$ cat src/rtl/fetch_ctrl_pkg.sv
// Shared constants and state encoding for the fetch-stage sequencer.
package fetch_ctrl_pkg;
    localparam int          FC_PC_W     = 32;
    localparam int          FC_INSTR_W  = 32;
    localparam logic [31:0] FC_RESET_PC = 32'h8000_0000;
    localparam logic [31:0] FC_NOP      = 32'h0000_0013;

    typedef enum logic [2:0] {
        FC_BOOT  = 3'd0,
        FC_ISSUE = 3'd1,
        FC_WAIT  = 3'd2,
        FC_VALID = 3'd3,
        FC_DROP  = 3'd4
    } fc_state_t;
endpackage

$ cat src/rtl/fetch_ctrl_if.sv
// Instruction-memory request/acknowledge bus; fetch_ctrl is the master.
interface fetch_ctrl_if
    import fetch_ctrl_pkg::*;
#(
    parameter int PC_WIDTH    = FC_PC_W,
    parameter int INSTR_WIDTH = FC_INSTR_W
);
    logic                   imem_req_o;
    logic [PC_WIDTH-1:0]    imem_addr_o;
    logic                   imem_ack_i;
    logic [INSTR_WIDTH-1:0] imem_rdata_i;

    modport master (output imem_req_o, imem_addr_o, input imem_ack_i, imem_rdata_i);
    modport slave  (input imem_req_o, imem_addr_o, output imem_ack_i, imem_rdata_i);
endinterface

$ cat src/rtl/fetch_ctrl.sv
// Fetch-stage sequencer: owns the fetch PC, keeps one imem request in flight,
// buffers the returned instruction and drives the fetch register stall/bubble.
module fetch_ctrl
    import fetch_ctrl_pkg::*;
#(
    parameter int                     PC_WIDTH    = FC_PC_W,
    parameter int                     INSTR_WIDTH = FC_INSTR_W,
    parameter logic [PC_WIDTH-1:0]    RESET_PC    = FC_RESET_PC,
    parameter logic [INSTR_WIDTH-1:0] NOP_INSTR   = FC_NOP
) (
    input  logic                   clk_i,
    input  logic                   rst,
    input  logic                   D_stall_i,
    input  logic                   redirect_i,
    input  logic [PC_WIDTH-1:0]    redirect_PC_i,
    input  logic [PC_WIDTH-1:0]    pred_nPC_i,
    fetch_ctrl_if.master           imem,
    output logic [INSTR_WIDTH-1:0] instr_o,
    output logic [PC_WIDTH-1:0]    F_PC_o,
    output logic [PC_WIDTH-1:0]    F_nPC_o,
    output logic                   F_commit_o,
    output logic                   F_stall_o,
    output logic                   F_bubble_o
);
    fc_state_t              state_q, state_d;
    logic [PC_WIDTH-1:0]    pc_q, pc_d;
    logic [INSTR_WIDTH-1:0] buf_q, buf_d;

    always_ff @(posedge clk_i or posedge rst) begin
        if (rst) begin
            state_q <= FC_BOOT;
            pc_q    <= RESET_PC;
            buf_q   <= NOP_INSTR;
        end else begin
            state_q <= state_d;
            pc_q    <= pc_d;
            buf_q   <= buf_d;
        end
    end

    always_comb begin
        state_d         = state_q;
        pc_d            = pc_q;
        buf_d           = buf_q;
        imem.imem_req_o = 1'b0;
        F_commit_o      = 1'b0;
        F_stall_o       = D_stall_i;
        instr_o         = buf_q;
        F_PC_o          = pc_q;

        case (state_q)
            FC_BOOT:  state_d = FC_ISSUE;
            FC_ISSUE: begin
                imem.imem_req_o = ~redirect_i;
                state_d         = FC_WAIT;
            end
            FC_WAIT: if (imem.imem_ack_i) begin
                buf_d   = imem.imem_rdata_i;
                state_d = FC_VALID;
            end
            FC_VALID: begin
                F_commit_o = 1'b1;
                if (!D_stall_i) begin
                    pc_d    = pred_nPC_i;
                    state_d = FC_ISSUE;
                end
            end
            FC_DROP:  if (imem.imem_ack_i) state_d = FC_ISSUE;
            default:  state_d = FC_BOOT;
        endcase

        F_bubble_o = ~F_commit_o & ~D_stall_i;

        // A redirect overrides everything; an in-flight request becomes wrong-path.
        if (redirect_i) begin
            pc_d       = redirect_PC_i;
            buf_d      = buf_q;
            F_commit_o = 1'b0;
            F_bubble_o = 1'b1;
            case (state_q)
                FC_WAIT, FC_DROP: state_d = imem.imem_ack_i ? FC_ISSUE : FC_DROP;
                default:          state_d = FC_ISSUE;
            endcase
        end

        if (rst || state_q == FC_BOOT) begin
            imem.imem_req_o = 1'b0;
            F_commit_o      = 1'b0;
            F_stall_o       = 1'b0;
            F_bubble_o      = 1'b1;
            instr_o         = NOP_INSTR;
            F_PC_o          = RESET_PC;
        end
    end

    assign imem.imem_addr_o = pc_q;
    assign F_nPC_o          = pred_nPC_i;
endmodule
$ cat src/flat_wrapper.sv
// flat-port wrapper written by rule: the top's interface ports become plain ports
module fetch_ctrl_flat import fetch_ctrl_pkg::*;
#(
    parameter int                     PC_WIDTH    = FC_PC_W,
    parameter int                     INSTR_WIDTH = FC_INSTR_W,
    parameter logic [PC_WIDTH-1:0]    RESET_PC    = FC_RESET_PC,
    parameter logic [INSTR_WIDTH-1:0] NOP_INSTR   = FC_NOP
)
  (clk_i, rst, D_stall_i, redirect_i, redirect_PC_i, pred_nPC_i, instr_o, F_PC_o, F_nPC_o, F_commit_o, F_stall_o, F_bubble_o, imem_imem_req_o, imem_imem_addr_o, imem_imem_ack_i, imem_imem_rdata_i);
  fetch_ctrl_if #(.PC_WIDTH(PC_WIDTH), .INSTR_WIDTH(INSTR_WIDTH)) imem_i ();
  input  logic clk_i;
  input  logic rst;
  input  logic D_stall_i;
  input  logic redirect_i;
  input  logic [PC_WIDTH-1:0] redirect_PC_i;
  input  logic [PC_WIDTH-1:0] pred_nPC_i;
  output logic [INSTR_WIDTH-1:0] instr_o;
  output logic [PC_WIDTH-1:0] F_PC_o;
  output logic [PC_WIDTH-1:0] F_nPC_o;
  output logic F_commit_o;
  output logic F_stall_o;
  output logic F_bubble_o;
  output wire logic [$bits(imem_i.imem_req_o)-1:0] imem_imem_req_o;
  output wire logic [$bits(imem_i.imem_addr_o)-1:0] imem_imem_addr_o;
  input wire logic [$bits(imem_i.imem_ack_i)-1:0] imem_imem_ack_i;
  input wire logic [$bits(imem_i.imem_rdata_i)-1:0] imem_imem_rdata_i;
  assign imem_imem_req_o = imem_i.imem_req_o;
  assign imem_imem_addr_o = imem_i.imem_addr_o;
  assign imem_i.imem_ack_i = imem_imem_ack_i;
  assign imem_i.imem_rdata_i = imem_imem_rdata_i;
  fetch_ctrl #(.PC_WIDTH(PC_WIDTH), .INSTR_WIDTH(INSTR_WIDTH), .RESET_PC(RESET_PC), .NOP_INSTR(NOP_INSTR)) u_core (.clk_i(clk_i), .rst(rst), .D_stall_i(D_stall_i), .redirect_i(redirect_i), .redirect_PC_i(redirect_PC_i), .pred_nPC_i(pred_nPC_i), .imem(imem_i), .instr_o(instr_o), .F_PC_o(F_PC_o), .F_nPC_o(F_nPC_o), .F_commit_o(F_commit_o), .F_stall_o(F_stall_o), .F_bubble_o(F_bubble_o));
endmodule
$ cat config.mk
export PLATFORM = sky130hd
export DESIGN_NAME = fetch_ctrl_flat
export DESIGN_NICKNAME = d
export VERILOG_FILES = /design/src/rtl/fetch_ctrl_pkg.sv /design/src/rtl/fetch_ctrl_if.sv /design/src/rtl/fetch_ctrl.sv /design/src/flat_wrapper.sv
export SDC_FILE = /design/constraint.sdc
export NUM_CORES = 1
export LEC_CHECK = 0
export ABC_AREA = 1
export BUFFER_PORTS_ARGS = -buffer_cell sky130_fd_sc_hd__buf_2
export CAP_MARGIN = 20
export CORE_UTILIZATION = 44
export DETAILED_ROUTE_END_ITERATION = 8
export GPL_TIMING_DRIVEN = 1
export PLACE_DENSITY = 0.81
export SLEW_MARGIN = 25
export SYNTH_ARGS = -nofsm -noshare
export SYNTH_HDL_FRONTEND = slang
export SYNTH_SLANG_ARGS = --single-unit
$ cat constraint.sdc
create_clock -name clk_i -period 3.34 [get_ports clk_i]
set_input_delay 0.167 -clock clk_i [delete_from_list [all_inputs] [get_ports clk_i]]
set_output_delay 0.167 -clock clk_i [all_outputs]
set_load 0.05 [all_outputs]
== Word level (Yosys, flattened, before mapping) ==
Cells that the tools add are included.

* Register bits: 67
* Output and inout bits: 132

* Equality and inequality tests: 8
* Multiplexer cells: 20
* Bitwise operators: 4
* Reduce and logical (&&, ||, !) cells: 7

{| class="wikitable"
|+ Operator list
! cell !! number
|-
| 32-bit 2-to-1 mux || 5
|-
| 3-bit 2-to-1 mux || 6
|-
| 3-bit case mux with 5 select lines || 1
|-
| 3-bit != test (second input constant) || 3
|-
| 1-bit 2-to-1 mux || 8
|-
| 3-bit by 2-bit equality test with 1-bit output (second input constant) || 2
|-
| 3-bit AND reduction || 2
|-
| 3-bit by 1-bit equality test with 1-bit output (second input constant) || 1
|-
| 3-bit equality test (second input constant) || 1
|-
| 3-bit logical NOT || 1
|-
| 1-bit inverter || 3
|-
| 2-bit by 1-bit != test with 1-bit output (second input constant) || 1
|-
| 2-bit AND reduction || 1
|-
| 2-bit nonzero test || 1
|-
| 2-bit OR reduction || 1
|-
| 1-bit bitwise AND || 1
|-
| 1-bit logical OR || 1
|}

== Logic depth before layout (Yosys ltp) ==
Gate-level depths: netlist of the first run.

* Depth in word-level cells: 6
* Mapped depth: 7
* Gate-level depth less buffers: 7

== Worst setup path before layout of the first run ==
Ideal clock, no wire load.

* Kind: input -> output
* Start point: input port rst
* End point: output port F_bubble_o
* Arrival: 3.147 ns
* Path slack: 0.026 ns
* Stages on the path: 5
* Path buffers: 1
* Path through: inv_1 > nand2_1 > buf_2 > nor3_2 > nor2_1

* Longest elaborated chain between the ends: 2

{| class="wikitable"
|+ RTL lines
! what !! line !! text
|-
| from (decl) || flat_wrapper.sv:12 || <nowiki>input logic rst;</nowiki>
|-
| 1-bit logical OR || fetch_ctrl.sv:86 || <nowiki>if (rst || state_q == FC_BOOT) begin</nowiki>
|-
| 1-bit 2-to-1 mux || fetch_ctrl.sv:86 ||
|-
| to (decl) || flat_wrapper.sv:22 || <nowiki>output logic F_bubble_o;</nowiki>
|}

Every way passes these cells.

== Final worst setup path of the first run ==
* Start point: register u_core.state_q[0]
* End point: output port F_PC_o[9]

* Longest elaborated chain between the ends: 3

{| class="wikitable"
|+ RTL lines
! what !! line !! text
|-
| from (decl) || fetch_ctrl.sv:25 || <nowiki>fc_state_t state_q, state_d;</nowiki>
|-
| from (signal assigned) || fetch_ctrl.sv:35 || <nowiki>state_q <= state_d;</nowiki>
|-
| 3-bit logical NOT || fetch_ctrl.sv:86 ||
|-
| 1-bit logical OR || fetch_ctrl.sv:86 ||
|-
| 32-bit 2-to-1 mux || fetch_ctrl.sv:86 ||
|-
| to (decl) || flat_wrapper.sv:18 || <nowiki>output logic [PC_WIDTH-1:0] F_PC_o;</nowiki>
|}

Every way passes these cells.

==> summary.md, run 1 <==
| Metric | Value |
|---|---|
| Cells after synthesis | approximately 550 |
| Worst setup SP type | flop |
| Initial Util | 0.463 |
| I/O Buffers | about 230 |
| Yosys reg bits | 67 |
| Synth cell types | 22 |
| Post-CTS Resized | 0 |
| Crit Path Max Fanout | 39 |
| Setup CP Type | reg -> out |
| Net count reported at finish | roughly 850 |
| Skew-Pair Late Insertion Delay | 0.34 ns |
| Worst Hold Slack | 0.0328 ns |
| Setup TNS | 0 ns |
| RSZ-0062 raised after global routing | false |
| Relative slew slack | 0.452 |
| Setup-failing EPs final | 0 |
| All-Layer GR Usage | 0.210 |
| Total die area | 9200 um^2 |
| Total gr overflow | 0 |
| Critical Path Sink Type | output port |
| Clock Skews | 0.00575 ns |
| Largest net degree at the start of global routing | 69 |
| Clock buffer depth | 2 |
| Area Growth Syn to Fin | 29.2% |
| Synth Net Count | 654 |
| Vias/cell | about 4.6 |
| H-tree Lvls | 3 |
| Wl on met1 | 4140 um |
| WL/cell | 11.7 um |
| Via count | 3,901 |
| Fmax achieved | 393 MHz |
| Number of DRC markers in iteration 0 | about 120 |
| Top sig layer | met4 |
| GPL Wtd Cong | approximately 0.8 |
| Met3 wire length | between 600 and 700 um |
| # IOs | 233 |
| WL final | 10,000 um |
| Pwr Density | 796 nW/um^2 |
| Chip Width | about 96 um |
| Clock sinks | 67 |
| # hold bufs at CTS | 0 |
| Fin. max-slew vios | 0 |
| # DRC | 0 |
| Final Hold Viols | 0 |
| Root buf cell | clkbuf_8 |
| Post-CTS Setup Bufs | 0 |
| Cts bufs inserted | 9 |
| Max cap viols | 0 |
| Data arrival time of the worst path | 2.38 ns |
| Slew @ Worst Pin | 0.822 ns |
| Avg Inst Size Synth | 7.02 um^2 |
| First-pass GRT wire length | 14,800 um |
| Remaining antenna violation count | 0 |
| Vias in the first global route | 3,369 |
| R2R cell count | 5 |
| WP data required | about 3.2 ns |
| Hold depth | 3 |
| Total power | 3990 uW |
| DPL Wire Length | 7540 um |
| Final period utilization | 0.762 |
| Yosys Warn Count | 0 |
| Initial antenna violation count | 0 |
| Antenna cells | 0 |
| Share of layout cells above drive strength 1 | 0.376 |
| Pre-antenna DRT Iters | 4 |
| Hold WC Path Type | in -> reg |
| Status | completed |
| Clock transition at path regs | 0.07 ns |
| TritonCTS clock tree | yes |
| Met2 WL | 4980 um |
| Post-layout minimum cycle time | about 2.5 ns |
| Die height | between 90 and 100 um |
| Sequential share of the synthesized area | 0.433 |
| Pleak | 0.00311 uW |
| Core outline area | 8380 um^2 |
| Maximum VDD drop | 0.505 mV |
| Cell area after synthesis | 3880 um^2 |
| Row cnt | 33 |
path summary, 6_finish.rpt:
kind / startpoint / endpoint / slack, ns
max: u_core.state_q[0]$_DFFE_PP0P_ / F_PC_o[9] / 0.79
min: imem_imem_rdata_i[0] / u_core.buf_q[0]$_DFFE_PP1P_ / 0.03
max reg2reg: u_core.state_q[2]$_DFFE_PP0P_ / u_core.imem.imem_addr_o[24]$_DFFE_PP0P_ / 1.40
min reg2reg: u_core.buf_q[0]$_DFFE_PP1P_ / u_core.buf_q[0]$_DFFE_PP1P_ / 0.48
max in group asynchronous: rst / u_core.buf_q[26]$_DFFE_PP0P_ / 2.70
min in group asynchronous: rst / u_core.imem.imem_addr_o[24]$_DFFE_PP0P_ / 0.09
metal layers:
metal,GRT usage,vias to the layer above
met3,0.0419,24
met4,0.113,0
li1,-,1976
met1,0.245,1739
met2,0.363,162
met5,0,-
cells in the mapped netlist, drive strengths merged:
cell type	number	area (um^2)
clkbuf	2	10.0
nor2	73	274
o21ai	65	389
buf	56	399
a21oi	1	5.00
dfstp	4	105
o21bai	1	7.51
nand2	174	653
dfrtp	63	1580
or2	3	18.8
nand3	8	50.1
nor3	2	15.0
inv	101	379
cells in the final DEF, fill, tap and decap left out, types with 3 or more instances in the layout:
cell / Yosys / final
buf_2: 7 / 232
nand2_1: 174 / 173
inv_1: 100 / 99
nor2_1: 73 / 73
dfrtp_1: 63 / 63
o21ai_0: 32 / 32
o21ai_1: 18 / 18
o21ai_2: 14 / 14
clkbuf_8: 0 / 10
buf_4: 40 / 7
nand3_1: 6 / 6
dfstp_2: 4 / 4
or2_2: 3 / 3
clkinv_2: 0 / 3
state kept, by name, indices dropped and copies added, names as in the netlist:
register / flops
u_core.state_q: 3
u_core.imem.imem_addr_o: 32
u_core.buf_q: 32
cell families after synthesis:
group	share of synthesized area
compound gates	0.103
buf+inv	0.203
flops	0.433
simple gates	0.260
area by class of cell:
cell class                 count  area, um^2
inverter                     101         379
fill                         812        3370
timing repair buffer         239        1210
tap                          105         131
multi-input combinational    327        1420
sequential                    67        1680
clock inverter                 5        52.6
clock buffer                  11         141
where the power goes:
part / leakage (uW) / internal [uW] / switching [uW]
sequential: 0.000834 / 1090 / 153
clock: 0.0000991 / 361 / 301
combinational: 0.00218 / 486 / 1600
metrics by stage:
step	setup slack [ns]	cells	instance area (um^2)	util
floorplan	0.0255	553	3880	-
global placement	1.29	839	4820	0.575
detailed placement	1.16	839	4820	0.575
CTS	0.776	855	5010	0.598
global route	0.605	855	5010	0.598
finish	0.793	855	5010	0.598
worst max-delay path, cell delays in order (launching register included):
cell and delay, ns:
dfrtp_1 0.45, nor2_1 0.27, nand2_1 0.14, nand2_2 0.58
buf_4 0.32, nor2_1 0.07, buf_2 0.21
(Power assumes the default switching activity.)
==> run 2: changes to the inputs <==
Settings changed: CORE_UTILIZATION 44 to 40, PLACE_DENSITY 0.81 to 0.78.
Clock period 3.34 ns to 2.05 ns, I/O delays scaled along.
==> run 2 against run 1 <==
  * Final area up 8.9%
  * Clock-buffer cell count fell by 1
  * Clock skew grew 0.0034 ns
  * Die area rose by 9.8%
  * Sequential cell count did not move
  * Sequential share of layout area down 2.7 points
  * Global-route usage down 0.12 points
  * Core utilization decreased by 1.3 points
  * Critical endpoint is now instr_o[1]
==> summary.md, run 2 (same netlist as run 1, synthesis figures left out) <==
| Metric | Value |
|---|---|
| Initial Util | 0.416 (was 0.463) |
| Pre-antenna DRT Iters | 6 (was 4) |
| Final Hold Viols | 0 (unchanged) |
| H-tree Lvls | 3 (unchanged) |
| Total gr overflow | 0 (unchanged) |
| Net count reported at finish | 877 (was 846) |
| Fillers | 894 (was 812) |
| Hold WC Path Type | in -> reg (unchanged) |
| Final period utilization | 0.932 |
| Remaining antenna violation count | 0 (unchanged) |
| Share of layout cells above drive strength 1 | 0.365 (was 0.376) |
| Root buf cell | clkbuf_8 (unchanged) |
| Setup CP Type | reg -> out (unchanged) |
| TritonCTS clock tree | yes (unchanged) |
| Crit Path Max Fanout | 30 (was 39) |
| Total die area | 10,100 um^2 (was 9200 um^2) |
| Row cnt | 35 (was 33) |
| Cts bufs inserted | 9 (unchanged) |
| Chip Width | 101 um (was 95.9 um) |
| RSZ-0062 raised after global routing | false (unchanged) |
| Vias/cell | 4.39 (was 4.56) |
| Critical Path Sink Type | output port (unchanged) |
| Initial antenna violation count | 0 (unchanged) |
| Vias in the first global route | 3,587 (was 3,369) |
| Core outline area | 9330 um^2 (was 8380 um^2) |
| Clock buffer depth | 2 (unchanged) |
| Clock transition at path regs | 0.07 ns (about the same) |
| Clock sinks | 67 (unchanged) |
| R2R Setup Slk | 0.41 ns (was 1.40 ns) |
| Post-route cell area | 5460 um^2 (was 5010 um^2) |
| WL final | 10,700 um (was 10,000 um) |
| Worst setup SP type | flop (unchanged) |
| Maximum VDD drop | 0.711 mV (was 0.505 mV) |
| Setup-failing EPs final | 0 (unchanged) |
| All-Layer GR Usage | 0.209 (was 0.210) |
| Most frequent cells in the layout | 231 x buf_2, 173 x nand2_1, 99 x inv_1 (was 232 x buf_2, 173 x nand2_1, 99 x inv_1) |
| Largest net degree at the start of global routing | 68 (was 69) |
| Leading cell type in the layout, fill and taps excluded | buf_2 (unchanged) |
| WP data required | 1.95 ns (was 3.17 ns) |
| Number of DRC markers in iteration 0 | 165 (was 123) |
| Via count | 3,998 (was 3,901) |
| Data arrival time of the worst path | 1.81 ns (was 2.38 ns) |
| Total power | 6790 uW (was 3990 uW) |
| DPL Wire Length | 7170 um (was 7540 um) |
| Clock Skews | 0.00914 ns (was 0.00575 ns) |
| Relative slew slack | 0.436 (was 0.452) |
| Placed cell areas | 4910 um^2 (was 4820 um^2) |
| Area Growth Syn to Fin | 40.6% (was 29.2%) |
| DP Cell Count | 863 (was 839) |
| Max cap viols | 0 (unchanged) |
| Pleak | 0.00328 uW (was 0.00311 uW) |
| Setup TNS | 0 ns (unchanged) |
| I/O Buffers | 232 (unchanged) |
| # IOs | 233 (unchanged) |
| GPL Wtd Cong | 0.816 (was 0.801) |
| Slew @ Worst Pin | 0.847 ns (was 0.822 ns) |
| Fin. max-slew vios | 0 (unchanged) |
| Post-layout minimum cycle time | 1.91 ns |
| First-pass GRT wire length | 16,400 um (was 14,800 um) |
| Worst Hold Slack | 0.0246 ns (was 0.0328 ns) |
| Non-filler cells, final | 910 (was 855) |
| # DRC | 0 (unchanged) |
| WL/cell | 11.7 um (about the same) |
| Fmax achieved | 523 MHz |
| Die height | 101 um (was 95.9 um) |
| Pwr Density | 1240 nW/um^2 (was 796 nW/um^2) |
| Status | completed (unchanged) |
| Antenna cells | 0 (unchanged) |
| Skew-Pair Late Insertion Delay | 0.33 ns (was 0.34 ns) |
## run 2: cell types whose count changed in the layout (fill, tap and decap cells not counted), sizes merged
cell         change
clkinv           -1
dlygate4sd3     +31
clkinvlp         +2
clkbuf           -1
bufinv           +1
inv              -1
## run 2: area by class of cell
class / instances / area, um^2 / share of cell area
clock inverters: 6 / 88.8 / 0.0163
multi-input cells: 327 / 1440 / 0.263
inverters: 101 / 383 / 0.0701
flip-flops and latches: 67 / 1680 / 0.308
well taps: 129 / 161 / 0.0296
clock buffers: 10 / 138 / 0.0252
repair buffers: 270 / 1570 / 0.288
## run 2: per-stage QoR
step,utilization,setup slack [ns]
CTS,0.584,0.0232
detailed placement,0.526,0.334
global placement,0.526,0.416
finish,0.585,0.140
global route,0.585,0.0280
floorplan,-,-0.0924
## run 2: worst paths after layout
check                                                    from                                       to  depth (start not counted)
worst max-delay path            u_core.state_q[1]$_DFFE_PP0P_                               instr_o[1]                          6
min in group asynchronous                                 rst  u_core.imem.imem_addr_o[21]$_DFFE_PP0P_                          3
worst max register to register  u_core.state_q[2]$_DFFE_PP0P_              u_core.buf_q[7]$_DFFE_PP0P_                          7
worst min register to register    u_core.buf_q[1]$_DFFE_PP1P_              u_core.buf_q[1]$_DFFE_PP1P_                          2
worst min-delay path                    imem_imem_rdata_i[16]             u_core.buf_q[16]$_DFFE_PP0P_                          3
max in group asynchronous                                 rst             u_core.buf_q[28]$_DFFE_PP0P_                          3
## run 2: critical path, cell delays in order, from the launching register on
cell,delay (ns)
dfrtp_1,0.50
nor2_4,0.07
nand2_1,0.11
nand2_2,0.10
buf_12,0.17
or2_2,0.30
buf_2,0.22
## run 2: routing by layer
layer	vias to the layer above	global-route usage	wire (um)
met5	-	0	0
met4	0	0.0702	131
met3	15	0.0527	797
met2	177	0.374	5310
met1	1763	0.243	4420
li1	2043	-	-
## run 2: where the power goes
| part | total, uW | switching, uW | internal (uW) |
|---|---|---|---|
| combinational | 3530 | 2650 | 878 |
| clock | 1230 | 517 | 718 |
| sequential | 2030 | 261 | 1770 |
| total | 6790 | 3430 | 3360 |
## run 2: timing repair
| item | 4_1_cts | 5_1_grt |
|---|---|---|
| setup endpoints to repair | 6 | 41 |
| hold buffers | 31 | 0 |
| hold endpoints to repair | 31 | 0 |
| buffers inserted | 0 | 0 |
| gates resized for setup | 1 | 3 |
==> run 3: changes to the inputs <==
Settings changed: REMOVE_ABC_BUFFERS from default to 1.
==> run 3 against run 2 <==
  * Total power shrank 0.61%
  * Clock power is essentially flat
  * Via count shrank 0.20%
  * Worst setup slack lost 0.0086 ns
  * Cell count grew 0.22%
  * Sequential cell count is the same
  * Critical path type unchanged
  * Critical endpoint is now instr_o[29]
  * Largest power group unchanged
==> summary.md, run 3 (same netlist as run 1, synthesis figures left out) <==
| Metric | Value |
|---|---|
| Net count reported at finish | 879 (was 877) |
| Relative slew slack | 0.427 (was 0.436) |
| RSZ-0062 raised after global routing | false (unchanged) |
| Fin. max-slew vios | 0 (unchanged) |
| Max cap viols | 0 (unchanged) |
| # IOs | 233 (unchanged) |
| Leading cell type in the layout, fill and taps excluded | buf_2 (unchanged) |
| Crit Path Max Fanout | 18 (was 30) |
| Die height | 101 um (unchanged) |
| Most frequent cells in the layout | 231 x buf_2, 173 x nand2_1, 99 x inv_1 (unchanged) |
| Largest net degree at the start of global routing | 68 (unchanged) |
| Setup-failing EPs final | 0 (unchanged) |
| Via count | 3,990 (was 3,998) |
| Status | completed (unchanged) |
| Reg-to-reg startpoint | u_core.state_q[2]$_DFFE_PP0P_ (unchanged) |
| Final period utilization | 0.936 (was 0.932) |
| Row cnt | 35 (unchanged) |
| Total power | 6750 uW (was 6790 uW) |
| # DRC | 0 (unchanged) |
| TritonCTS clock tree | yes (unchanged) |
| Vias/cell | 4.38 (was 4.39) |
| Placed cell areas | 4910 um^2 (about the same) |
| WP data required | 1.95 ns (about the same) |
| DPL Wire Length | 7350 um (was 7170 um) |
| Fmax achieved | 521 MHz (was 523 MHz) |
| Critical Path Start | u_core.state_q[1]$_DFFE_PP0P_ (unchanged) |
| Root buf cell | clkbuf_8 (unchanged) |
| Total gr overflow | 0 (unchanged) |
| Worst setup path endpoint | instr_o[29] (was instr_o[1]) |
| Slew @ Worst Pin | 0.859 ns (was 0.847 ns) |
| WL/cell | 11.5 um (was 11.7 um) |
| Vias in the first global route | 3,592 (was 3,587) |
| Crit-path cells | nor2_2, nand2_1, nand2_8, buf_12, nor2_1, buf_2 (was nor2_4, nand2_1, nand2_2, buf_12, or2_2, buf_2) |
| I/O Buffers | 232 (unchanged) |
| Core outline area | 9330 um^2 (unchanged) |
| Area Growth Syn to Fin | 40.3% (was 40.6%) |
| Slowest CP cell | dfrtp_1 (unchanged) |
| Initial antenna violation count | 0 (unchanged) |
| First-pass GRT wire length | 16,300 um (was 16,400 um) |
| Pleak | 0.00328 uW (about the same) |
| R2R Setup Slk | 0.42 ns (was 0.41 ns) |
| Hold WC Path Type | in -> reg (unchanged) |
| All-Layer GR Usage | 0.204 (was 0.209) |
| Chip Width | 101 um (unchanged) |
| WL final | 10,500 um (was 10,700 um) |
| Pwr Density | 1240 nW/um^2 (about the same) |
| Crit path max-delay family | simple AND/OR/NAND/NOR gates (unchanged) |
| Critical Path Stages | 6 (unchanged) |
| Number of DRC markers in iteration 0 | 114 (was 165) |
| Skew-Pair Late Insertion Delay | 0.34 ns (was 0.33 ns) |
| Antenna cells | 0 (unchanged) |
| Pre-antenna DRT Iters | 5 (was 6) |
| Clock Skews | 0.00934 ns (was 0.00914 ns) |
| R2R cell count | 7 (unchanged) |
| Clock buffer depth | 2 (unchanged) |
| Post-layout minimum cycle time | 1.92 ns (was 1.91 ns) |
| Data arrival time of the worst path | 1.82 ns (was 1.81 ns) |
| Total die area | 10,100 um^2 (unchanged) |
| Buffers & Inverters on Critical Path | 2 (unchanged) |
| Remaining antenna violation count | 0 (unchanged) |
| Clock sinks | 67 (unchanged) |
| Critical Path Sink Type | output port (unchanged) |
| Final Hold Viols | 0 (unchanged) |
| Clock transition at path regs | 0.08 ns (was 0.07 ns) |
| Setup CP Type | reg -> out (unchanged) |
| H-tree Lvls | 3 (unchanged) |
| Post-route cell area | 5450 um^2 (was 5460 um^2) |
| GPL Wtd Cong | 0.858 (was 0.816) |
| Worst setup SP type | flop (unchanged) |
| Share of layout cells above drive strength 1 | 0.365 (about the same) |
| Cts bufs inserted | 9 (unchanged) |
| Maximum VDD drop | 0.705 mV (was 0.711 mV) |
| Initial Util | 0.416 (unchanged) |
| R2r endpoint | u_core.buf_q[3]$_DFFE_PP0P_ (was u_core.buf_q[7]$_DFFE_PP0P_) |
| Worst path max stage delay | 0.48 ns (was 0.50 ns) |
[run 3: worst min-delay path by stage]
| stage | startpoint | end | slack [ns] | cells past startpoint |
|---|---|---|---|---|
| global placement | imem_imem_rdata_i[1] | u_core.buf_q[1]$_DFFE_PP1P_ | 0.32 | 3 |
| detailed placement | imem_imem_rdata_i[0] | u_core.buf_q[0]$_DFFE_PP1P_ | 0.32 | 3 |
| global route | imem_imem_rdata_i[25] | u_core.buf_q[25]$_DFFE_PP0P_ | 0.008 | 3 |
| CTS | imem_imem_rdata_i[25] | u_core.buf_q[25]$_DFFE_PP0P_ | 0.002 | 3 |
| finish | imem_imem_rdata_i[25] | u_core.buf_q[25]$_DFFE_PP0P_ | 0.007 | 3 |
| floorplan | pred_nPC_i[0] | F_nPC_o[0] | 0.21 | 0 |
[run 3: report_power, final]
| part | switching (uW) | internal [uW] |
|---|---|---|
| Combinational | 2640 | 891 |
| Sequential | 244 | 1770 |
| Clock | 522 | 687 |
[run 3: routing by layer]
metal	wire, um	vias to the layer above	share of wire	global-route usage
met5	0	-	0	0
met4	208	0	0.020	0.0780
met3	512	20	0.049	0.0333
met2	5320	150	0.51	0.373
met1	4460	1781	0.42	0.238
li1	-	2039	-	-
[run 3: repair_timing]
action,CTS,global route
buffers inserted,0,0
hold endpoints to repair,30,0
hold buffers,30,0
endpoints found under the setup margin,58,49
resized for setup,1,3
[run 3: worst min-delay path: cells and delay by family]
kind	cells	cell delay, ns
buffers and inverters	2	0.15
AO/OA/AOI/OAI	1	0.06
[run 3: cell type report]
type / instances / area (um^2)
fillers: 893 / 3880
flip-flops and latches: 67 / 1680
repair buffers: 272 / 1580
multi-input cells: 327 / 1430
inverters: 101 / 379
well taps: 129 / 161
clock buffers: 10 / 128
clock inverters: 6 / 90.1
[run 3: metrics by stage]
step,setup TNS [ns],util,setup slack (ns),hold WS [ns],cells
CTS,0,0.583,0.0500,0.00162,912
finish,0,0.584,0.131,0.00672,912
detailed placement,0,0.526,0.300,0.325,866
global route,0,0.584,0.0327,0.00751,912
global placement,0,0.526,0.356,0.324,866
floorplan,-135.86,-,-2.44,0.205,495
